--- src/rtl/logic_unit_pipe_pkg.sv ---
// Shared definitions for the pipelined bitwise logic unit.
package logic_pkg;

    localparam int OP_W = 3;

    typedef enum logic [OP_W-1:0] {
        OP_AND    = 3'd0,
        OP_OR     = 3'd1,
        OP_XOR    = 3'd2,
        OP_NAND   = 3'd3,
        OP_NOR    = 3'd4,
        OP_XNOR   = 3'd5,
        OP_NOT_A  = 3'd6,
        OP_PASS_A = 3'd7
    } op_e;

endpackage

--- src/rtl/logic_unit_pipe_stage.sv ---
// One valid/ready register slice. The ready path is combinational, so a full
// slice still accepts a new beat in the same cycle its current beat leaves.
module pipe_stage #(
    parameter int DW = 10
) (
    input  logic          clk,
    input  logic          rst_n,
    input  logic          i_valid,
    output logic          i_ready,
    input  logic [DW-1:0] i_data,
    output logic          o_valid,
    input  logic          o_ready,
    output logic [DW-1:0] o_data
);

    assign i_ready = !o_valid || o_ready;

    // Valid reloads every cycle; data only moves on an accepted beat so a
    // stalled or empty slice keeps its last value.
    always_ff @(posedge clk) begin
        if (!rst_n) begin
            o_valid <= 1'b0;
            o_data  <= '0;
        end else begin
            o_valid <= i_valid || (o_valid && !o_ready);
            if (i_valid && i_ready)
                o_data <= i_data;
        end
    end

endmodule

--- src/rtl/logic_unit_pipe.sv ---
// Pipelined bitwise logic unit: op mux feeding STAGES valid/ready slices,
// with zero/parity flags carried alongside the result and a saturating
// delivered-result counter.
module logic_unit_pipe
    import logic_pkg::*;
#(
    parameter int WIDTH  = 8,
    parameter int STAGES = 2,
    parameter int CNT_W  = 16
) (
    input  logic             clk,
    input  logic             rst_n,
    input  logic             in_valid,
    output logic             in_ready,
    input  logic [WIDTH-1:0] in_a,
    input  logic [WIDTH-1:0] in_b,
    input  logic [OP_W-1:0]  in_op,
    output logic             out_valid,
    input  logic             out_ready,
    output logic [WIDTH-1:0] out_y,
    output logic             out_zero,
    output logic             out_par,
    output logic [CNT_W-1:0] res_count
);

    // Payload layout through the pipe: {par, zero, y}
    localparam int DW = WIDTH + 2;

    logic [WIDTH-1:0] y_c;
    op_e              op;

    logic             vld_pipe [STAGES:0];
    logic             rdy_pipe [STAGES:0];
    logic [DW-1:0]    dat_pipe [STAGES:0];

    assign op = op_e'(in_op);

    // Result is formed here, before stage 1; later stages only carry it.
    always_comb begin
        y_c = '0;
        case (op)
            OP_AND:    y_c = in_a & in_b;
            OP_OR:     y_c = in_a | in_b;
            OP_XOR:    y_c = in_a ^ in_b;
            OP_NAND:   y_c = ~(in_a & in_b);
            OP_NOR:    y_c = ~(in_a | in_b);
            OP_XNOR:   y_c = ~(in_a ^ in_b);
            OP_NOT_A:  y_c = ~in_a;
            OP_PASS_A: y_c = in_a;
            default:   y_c = '0;
        endcase
    end

    assign vld_pipe[0]      = in_valid;
    assign dat_pipe[0]      = {^y_c, (y_c == '0), y_c};
    assign rdy_pipe[STAGES] = out_ready;
    assign in_ready         = rdy_pipe[0];

    for (genvar g = 0; g < STAGES; g++) begin : g_stage
        pipe_stage #(.DW(DW)) u_stage (
            .clk     (clk),
            .rst_n   (rst_n),
            .i_valid (vld_pipe[g]),
            .i_ready (rdy_pipe[g]),
            .i_data  (dat_pipe[g]),
            .o_valid (vld_pipe[g+1]),
            .o_ready (rdy_pipe[g+1]),
            .o_data  (dat_pipe[g+1])
        );
    end

    assign out_valid                 = vld_pipe[STAGES];
    assign {out_par, out_zero, out_y} = dat_pipe[STAGES];

    // Count delivered beats, sticking at all-ones instead of wrapping.
    always_ff @(posedge clk) begin
        if (!rst_n)
            res_count <= '0;
        else if (out_valid && out_ready && (res_count != '1))
            res_count <= res_count + 1'b1;
    end

endmodule

--- config.mk ---
export PLATFORM = sky130hd
export DESIGN_NAME = logic_unit_pipe
export DESIGN_NICKNAME = d
export VERILOG_FILES = /design/src/rtl/logic_unit_pipe_pkg.sv /design/src/rtl/logic_unit_pipe_stage.sv /design/src/rtl/logic_unit_pipe.sv
export SDC_FILE = /design/constraint.sdc
export NUM_CORES = 1
export LEC_CHECK = 0
export CORE_UTILIZATION = 50
export DETAILED_ROUTE_END_ITERATION = 10
export GPL_TIMING_DRIVEN = 0
export PLACE_DENSITY = 0.82
export SETUP_SLACK_MARGIN = 0.2
export SLEW_MARGIN = 15
export SYNTH_ARGS = -nofsm -noshare
export SYNTH_HDL_FRONTEND = slang
export SYNTH_HIERARCHICAL = 1
export SYNTH_SLANG_ARGS = --single-unit
export TNS_END_PERCENT = 30
--- constraint.sdc ---
create_clock -name clk -period 2.73 [get_ports clk]
set_input_delay 0.4095 -clock clk [delete_from_list [all_inputs] [get_ports clk]]
set_output_delay 0.4095 -clock clk [all_outputs]
set_load 0.02 [all_outputs]
-- After elaboration in Yosys (flattened, before gate mapping)
Index checks and enable logic that the tools add are counted.
- reductions and logical operators: 17
- add/sub/neg operators: 1
- eq/ne operators: 8
- bitwise logic cells: 7
- multiplexer cells: 1
- operator list (cell ; number):
    8-bit one-hot mux with 8 select lines ; 1
    8-bit NOT ; 4
    16-bit by 1-bit adder with 16-bit output, second input constant ; 1
    16-bit inequality test, second input constant ; 1
    3-bit == test, second input constant ; 4
    8-bit bitwise AND ; 1
    8-bit logical NOT ; 1
    8-bit OR ; 1
    8-bit XOR reduction ; 1
    8-bit bitwise XOR ; 1
    3-bit by 2-bit == test with 1-bit output, second input constant ; 2
    1-bit logical AND ; 6
    1-bit logical NOT ; 4
    1-bit logical OR ; 4
    3-bit by 1-bit == test with 1-bit output, second input constant ; 1
    3-bit logical NOT ; 1
- output and inout port bits: 28
- logic and storage cells: 39
- flip-flop bits (word level): 38
- input port bits: 23

-- Depth between registers and ports, before layout
Gate-level depths: netlist of run 1.
- depth in word-level cells: 5
- depth in mapped cells: 11
- depth with buffers taken out: 11

-- Hierarchy
The synthesis of run 1 kept the hierarchy.
- modules (own cells, without submodules) (module ; sequential area each (sq um) ; times used ; area an instance (sq um) ; cells an instance):
    logic_unit_pipe ; 320.3 ; 1 ; 1856.8 ; 254
    pipe_stage ; 220.2 ; 2 ; 449.2 ; 48

-- Least setup slack after synthesis of run 1
OpenSTA, ideal clock, no wires.
- kind: input-to-reg
- from: input port in_op[1]
- to: register g_stage[0].u_stage.o_data[9]
- stages on the path: 10
- path buffers: 3
- arrival: 2.275 ns
- required time: 2.658 ns
- library setup time: 0.072 ns
- setup slack: 0.383 ns
- cells stage by stage: clkbuf_1 > clkbuf_1 > buf_1 > o21ai_0 > and2_1 > ha_1 > xnor2_1 > xnor2_1 > nand2_1 > mux2i_1
- RTL lines (element ; line ; text):
    start, declared ; logic_unit_pipe.sv:17 ; input logic [OP_W-1:0] in_op,
    end signal, assigned ; logic_unit_pipe_stage.sv:27 ; o_data <= i_data;
    end, declared ; logic_unit_pipe_stage.sv:13 ; output logic [DW-1:0] o_data

==> metrics.md, run 1 <==
| Metric | Value |
|---|---|
| Comb pwr share | `24.8%` |
| Register area share after synthesis | `around 28%` |
| Total gr overflow | `0` |
| Hold Fails Final Rpt | `0` |
| Filler cell count | `428` |
| Top Usage Layer GRT | `met2` |
| Yosys warns | `6` |
| Initial Util | `52.9%` |
| Core area | `roughly 0.0052 mm2` |
| Clk_lat worst skew | `0.29 ns` |
| Layout Area Growth over Synthesis | `28.2%` |
| Top cells by area, synth | `dfxtp_1 (28%), ha_1 (9.5%), mux2i_1 (9.1%)` |
| First-pass GRT wire length | `10,700 um` |
| Worst EP arrival | `~2.7 ns` |
| Power per cell area | `around 400 mW/mm2` |
| Die height | `~76 um` |
| Worst rel slew slack | `between 50 and 60%` |
| CTS root buf | `clkbuf_8` |
| DR vias/cell | `5.59` |
| Syn Inst Count | `350` |
| Net Count, Synth | `394` |
| Antenna violations before repair | `0` |
| Post-synth top cells | `nand2_1 (60), dfxtp_1 (38), mux2i_1 (25), a21oi_1 (24), inv_1 (23)` |
| Gr usage total | `~22%` |
| Max cap viols | `0` |
| DRT Pass-1 Iters | `4` |
| Max FO, Critical Path | `2` |
| Psw | `0.399 mW` |
| Clock net sink count | `38` |
| Cell with the most instances after synthesis | `nand2_1` |
| GPL Wtd Cong | `0.858` |
| Post-layout nets | `450` |
| Utilization after layout | `about 68%` |
| Largest net degree at the start of global routing | `13` |
| Startpoint types | `input port` |
| Share of cells above drive strength 1 | `10.3%` |
| Switching Share | `28.1%` |
| Setup TNS | `0 ns` |
| Crit. End Element | `register` |
| Skew final | `0.00803 ns` |
| Clock H-tree levels | `2` |
| Final period utilization | `90.6%` |
| Total power | `between 1 and 1.5 mW` |
| Met1 Use GR | `roughly a quarter` |
| Clk pwr share | `33.4%` |
| Synth async-reset ratio | `0%` |
| ANT nets after route | `0` |
| Syn Area/Cell | `7.87 um2` |
| Final Max Tran Viols | `0` |
| Final Routed Wirelength | `6560 um` |
| Row cnt | `26` |
| Hold/Removal Path Class | `register to register` |
| DRC Markers | `0` |
| Yosys top cell by area | `dfxtp_1` |
| DR iter-0 viols | `64` |
| Power Internal | `1.02 mW` |
| WS Path Type | `input port to register` |
| Top_reg_cell synth | `dfxtp_1` |
| Leakage power | `1.45 nW` |
| Met2 Usage GRT | `42.6%` |
| Reg power frac | `41.8%` |
| Total I/O pin count | `between 50 and 60` |
| Cell Area, Placed | `0.00332 mm2` |
| TritonCTS buffer count | `5` |
| Met3 Usage GRT | `~4.6%` |
| Max Fclk | `404 MHz` |
| Status | `complete, no violations` |
| Setup violators final | `0` |
| Ant. Diodes | `0` |
| PortBufs | `48` |
| Yosys top cell area share | `27.6%` |
| Maximum vdd drop | `between 0.2 and 0.3 mV` |
| Overall die width | `about 76 um` |
| DPL Wire Length | `4690 um` |
| Post-DR wirelength/cell | `around 14 um` |
| Vias post-DR | `2,665` |
| Worst-Margin Slew | `around 0.72 ns` |
| Die area | `0.00581 mm2` |
| Clock-pin slew on the worst setup and hold paths | `0.08 ns` |
| Distinct cell type count after synthesis | `49` |
| CTS tree | `yes` |
| Number of synthesized flops with an enable pin | `0` |
| Synthesized cell area | `around 0.0028 mm2` |
| RSZ-0062 raised after global routing | `no` |
| Vias in the first global route | `2,516` |
| Post-CTS Hold Fix Bufs | `0` |
| Deepest clock path buffer count | `2` |
| CP required | `2.95 ns` |
| #FFs+latches synth | `38` |
| Min Tclk post-route | `2.47 ns` |
| Final Instance Area | `0.00353 mm2` |
## placed cells by master (no fill, tap or decap), types with 6 or more instances in the layout
cell type        count
a21oi_1             20
clkbuf_1             8
nand2b_1             9
dlymetal6s2s_1       6
o21ai_0             17
nor2b_1             10
nand3_1              6
mux2i_1             25
nand2_1             60
clkdlybuf4s50_1     40
inv_1               23
dfxtp_1             38
nor2_1               7
ha_1                20
## critical path, cell delays in order
cell	delay, ns
clkdlybuf4s50_1	0.48
inv_1	0.05
ha_1	0.29
nor2_1	0.12
a21oi_1	0.06
o211ai_1	0.34
o21a_1	0.19
ha_1	0.24
xor2_1	0.18
xnor2_1	0.15
nand2_1	0.07
mux2i_1	0.13
## kinds of logic after synthesis
logic type / Yosys count / share of synthesized area, %
simple gates: 133 / 25.8
compound gates: 79 / 17.9
buf+inv: 44 / 6.72
flops: 38 / 27.6
mux: 26 / 9.49
fa+ha+maj: 21 / 9.54
xor+xnor: 9 / 2.86
## state kept, by name (all words and copies together), names as in the netlist
| signal | count |
|---|---|
| g_stage.u_stage/o_data | 20 |
| g_stage.u_stage/o_valid | 2 |
| res_count | 16 |
## power groups by stage
stage | clock [mW] | combinational, mW | sequential [mW]
6_report | 0.473 | 0.352 | 0.592
3_3_place_gp | 0 | 0.310 | 0.604
3_5_place_dp | 0 | 0.324 | 0.605
2_1_floorplan | 0 | 0.216 | 0.609
4_1_cts | 0.481 | 0.326 | 0.592
5_1_grt | 0.510 | 0.385 | 0.595
## layer usage
| layer | vias up | wire length [um] |
|---|---|---|
| met4 | 0 | 70 |
| li1 | 1336 | - |
| met1 | 1249 | 2720 |
| met3 | 11 | 265 |
| met5 | - | 0 |
| met2 | 69 | 3510 |
## stage by stage
stage	hold slack [ns]	std cells	worst slack (ns)
final	0.461	477	0.257
after global routing	0.487	477	0.181
after CTS	0.461	476	0.207
after detailed placement	0.451	468	-0.250
after global placement	0.445	468	-0.164
after floorplan	0.435	350	0.383
## final cells by class
class / instances / area (um2) / area share, %
plain buffers: 19 / 101 / 2.87
clock buffers: 6 / 72.6 / 2.06
clock inverters: 2 / 37.5 / 1.06
inverters: 25 / 93.8 / 2.66
multi-input cells: 268 / 1880 / 53.2
flip-flops and latches: 38 / 761 / 21.5
well taps: 70 / 87.6 / 2.48
repair buffers: 49 / 500 / 14.2
## what timing repair did
action,in CTS,in global routing
endpoints found under the setup margin,1,1
pin swaps,1,8
buffers inserted,0,1
gates resized for setup,6,28
## final timing paths
check | from | cells past startpoint | slack [ns] | endpoint
setup / recovery | in_b[0] | 12 | 0.26 | g_stage[0].u_stage/o_data[9]$_SDFFE_PN0P_
hold / removal | g_stage[1].u_stage/o_data[4]$_SDFFE_PN0P_ | 2 | 0.46 | g_stage[1].u_stage/o_data[4]$_SDFFE_PN0P_
setup reg to reg | res_count[4]$_SDFFE_PN0P_ | 4 | 0.89 | res_count[13]$_SDFFE_PN0P_
hold reg to reg | g_stage[1].u_stage/o_data[4]$_SDFFE_PN0P_ | 2 | 0.46 | g_stage[1].u_stage/o_data[4]$_SDFFE_PN0P_
Power figures use the tool's default switching activity.
==> run 2, diff against run 1 <==
- CAP_MARGIN: not set -> 40
- PLACE_DENSITY: 0.82 -> 0.83
- SYNTH_HIERARCHICAL: 1 -> not set
==> metrics.md, run 2 <==
| Metric | Value |
|---|---|
| Status | `complete, no violations` |
| Top cells by area, synth | `dfxtp_1 (30%), ha_1 (10%), nor2_1 (5.7%)` |
| Max cap viols | `0 (unchanged)` |
| Distinct cell type count after synthesis | `45 (-8.2%)` |
| Worst hold slack | `0.465 ns (+0.00487 ns)` |
| Hold Path End | `g_stage[0].u_stage.o_data[8]$_SDFFE_PN0P_` |
| Largest net degree at the start of global routing | `12 (-1)` |
| DRC Markers | `0 (unchanged)` |
| Vias post-DR | `2,329 (-13%)` |
| DRT Pass-1 Iters | `4 (unchanged)` |
| Yosys top cell area share | `30.4% (+2.7 points)` |
| Ant. Diodes | `0 (unchanged)` |
| Number of synthesized flops with an enable pin | `0 (unchanged)` |
| Register area share after synthesis | `30.4% (+2.7 points)` |
| Die height | `72.8 um (-4.5%)` |
| Final period utilization | `89.7% (-0.94 points)` |
| Worst-Margin Slew | `0.543 ns (-0.178 ns)` |
| Vias in the first global route | `2,083 (-17%)` |
| Top_reg_cell synth | `dfxtp_1` |
| Layout Area Growth over Synthesis | `35.0%` |
| Syn Inst Count | `299 (-15%)` |
| CTS tree | `yes` |
| Core area | `0.00479 mm2 (-8.1%)` |
| Die area | `0.00530 mm2 (-8.8%)` |
| Filler cell count | `348 (-19%)` |
| Initial Util | `52.4% (-0.57 points)` |
| Clock net sink count | `38 (unchanged)` |
| Worst EP arrival | `2.65 ns (-0.05 ns)` |
| Yosys warns | `0 (-6)` |
| Overall die width | `72.8 um (-4.5%)` |
| Row cnt | `25 (-3.8%)` |
| Post-CTS Hold Fix Bufs | `0 (unchanged)` |
| DR top layer | `met4` |
| RSZ-0062 raised after global routing | `no` |
| Deepest clock path buffer count | `2 (unchanged)` |
| Crit. End Element | `register` |
| Top Registers | `g_stage.u_stage.o_data: 20 flops, res_count: 16 flops, g_stage.u_stage.o_valid: 2 flops` |
| Hold Fails Final Rpt | `0 (unchanged)` |
| Min Tclk post-route | `2.45 ns (-0.0256 ns)` |
| Clock-pin slew on the worst setup and hold paths | `0.07 ns (about the same)` |
| CTS root buf | `clkbuf_8` |
| CP required | `2.93 ns (-0.02 ns)` |
| Setup violators final | `0 (unchanged)` |
| DR iter-0 viols | `210 (+230%)` |
| #FFs+latches synth | `38 (unchanged)` |
| Share of cells above drive strength 1 | `17.8% (+7.5 points)` |
| Max Fclk | `409 MHz (+1.0%)` |
| First-pass GRT wire length | `9410 um (-12%)` |
| Net Count, Synth | `343 (-13%)` |
| Total I/O pin count | `51 (unchanged)` |
| Syn Area/Cell | `8.38 um2 (+6.5%)` |
| DPL Wire Length | `4100 um (-13%)` |
| Max FO, Critical Path | `10 (+8)` |
| Synth async-reset ratio | `0% (unchanged)` |
| GPL Wtd Cong | `0.832 (-3.0%)` |
| Reg-to-Reg Start | `res_count[11]$_SDFFE_PN0P_` |
| Gr usage total | `22.4% (+0.41 points)` |
| Final Max Tran Viols | `0 (unchanged)` |
| WS Path Type | `input port to register` |
| Top reg by flops | `g_stage.u_stage.o_data` |
| ANT nets after route | `0 (unchanged)` |
| Post-synth top cells | `dfxtp_1 (38), nor2_1 (38), ha_1 (21), inv_1 (21), nand2_1 (18)` |
| Utilization after layout | `70.7% (+2.9 points)` |
| Max reg flops | `20 (unchanged)` |
| Met2 wire length | `2880 um (-18%)` |
| Cell depth of the worst hold path | `2 (unchanged)` |
| Most frequent cells in the layout | `nor2_1 (38), dfxtp_1 (38), clkdlybuf4s50_1 (31), inv_1 (20), nand2_1 (18)` |
| PortBufs | `48 (unchanged)` |
| Post-DR wirelength/cell | `13.7 um (-0.28%)` |
| Leakage power | `1.47 nW (+1.6%)` |
| Startpoint types | `input port` |
| Final Worst Setup Slack | `0.282 ns (+0.0256 ns)` |
| Met1 WL | `2660 um (-2.1%)` |
| Skew final | `0.00793 ns (-0.0000971 ns)` |
| Clock H-tree levels | `2 (unchanged)` |
| Pre-CTS setup slack | `-0.560 ns (-0.310 ns)` |
| Hold/Removal Path Class | `register to register` |
| R2r setup slk | `0.67 ns (-0.22 ns)` |
| TritonCTS buffer count | `5 (unchanged)` |
| Met3 WL post-DR | `234 um (-12%)` |
| HP Start | `g_stage[0].u_stage.o_data[8]$_SDFFE_PN0P_` |
| Area of the multi-input gates | `0.00170 mm2 (-9.3%)` |
| Final Routed Wirelength | `5850 um (-11%)` |
| Reg2reg end | `res_count[0]$_SDFFE_PN0P_` |
| Worst rel slew slack | `63.5% (+12 points)` |
| Yosys top cell by area | `dfxtp_1` |
| Antenna violations before repair | `0 (unchanged)` |
| Total gr overflow | `0 (unchanged)` |
| Synthesized cell area | `0.00251 mm2 (-9.0%)` |
| FF+latch area | `761 um2 (unchanged)` |
| Power per cell area | `405 mW/mm2 (+0.84%)` |
| Post-layout nets | `402 (-11%)` |
| Worst R2R Path Depth | `6 (+2)` |
| Clk_lat worst skew | `0.29 ns (about the same)` |
| Maximum vdd drop | `0.195 mV (-24%)` |
| DR vias/cell | `5.47 (-2.1%)` |
==> run 2: cell types whose count changed in the layout (fill, tap and decap cells not counted), sizes merged, moves of 10 or more <==
cell / delta
nor2: +31
xor2: +10
nand2b: -10
a21oi: -14
nand2: -42
mux2i: -11
==> run 2: cell families after synthesis <==
group / Yosys count / synth area share, %
muxes: 18 / 8.74
adders and majority gates: 21 / 10.5
buffers and inverters: 45 / 8.04
AOI/OAI and AO/OA: 55 / 15.4
DFF: 38 / 30.4
and+or+nand+nor: 104 / 20.7
xor gates and xnor gates: 18 / 6.29
==> run 2: metrics by stage <==
stage	setup TNS [ns]	std cells	area [um2]	power [mW]
after global routing	0	426	3380	1.43
final	0	426	3380	1.37
after CTS	0	424	3260	1.35
after global placement	-0.899	414	3070	0.900
after floorplan	0	299	2510	0.813
after detailed placement	-0.816	414	3070	0.911
==> run 2: critical path, cell delays in order <==
cell,delay (ns)
dlygate4sd2_1,0.39
clkbuf_4,0.32
clkbuf_4,0.24
nor3_1,0.08
o21a_1,0.22
or2_4,0.26
ha_4,0.22
xnor2_2,0.13
xnor2_1,0.13
a211oi_1,0.25
==> run 2: worst max-delay path by stage <==
stage / endpoint / slack (ns) / from
floorplan: g_stage[0].u_stage.o_data[9]$_SDFFE_PN0P_ / 0.29 / in_op[0]
global placement: g_stage[0].u_stage.o_data[9]$_SDFFE_PN0P_ / -0.59 / in_op[2]
detailed placement: g_stage[0].u_stage.o_data[9]$_SDFFE_PN0P_ / -0.56 / in_op[2]
CTS: g_stage[0].u_stage.o_data[9]$_SDFFE_PN0P_ / 0.20 / in_b[2]
global route: g_stage[0].u_stage.o_data[9]$_SDFFE_PN0P_ / 0.22 / in_op[2]
finish: g_stage[0].u_stage.o_data[9]$_SDFFE_PN0P_ / 0.28 / in_op[2]
==> run 2: layer usage <==
metal	vias to the layer above	GRT usage [%]
met2	63	36.8
met4	0	7.41
met5	-	0
met3	8	3.04
li1	1156	-
met1	1102	30.3
==> run 2: timing repair <==
action / 4_1_cts / 5_1_grt
setup endpoints to repair: 2 / 1
endpoints found under the hold margin: 0 / 0
pin swaps: 5 / 10
cloned: 0 / 0
resized for setup: 23 / 31
setup buffers: 2 / 2
==> run 2: final cells by class <==
type | count | area share (%)
plain buffers | 22 | 3.81
clock buffers | 7 | 2.55
clock inverters | 1 | 0.148
inverters | 23 | 2.66
multi-input cells | 216 | 50.3
flip-flops and latches | 38 | 22.5
well taps | 67 | 2.48
repair buffers | 52 | 15.6
==> run 2: power by group <==
part / switching, mW / total (mW) / internal [mW]
Sequential: 0.0140 / 0.590 / 0.576
Clock: 0.192 / 0.395 / 0.204
Combinational: 0.183 / 0.385 / 0.202
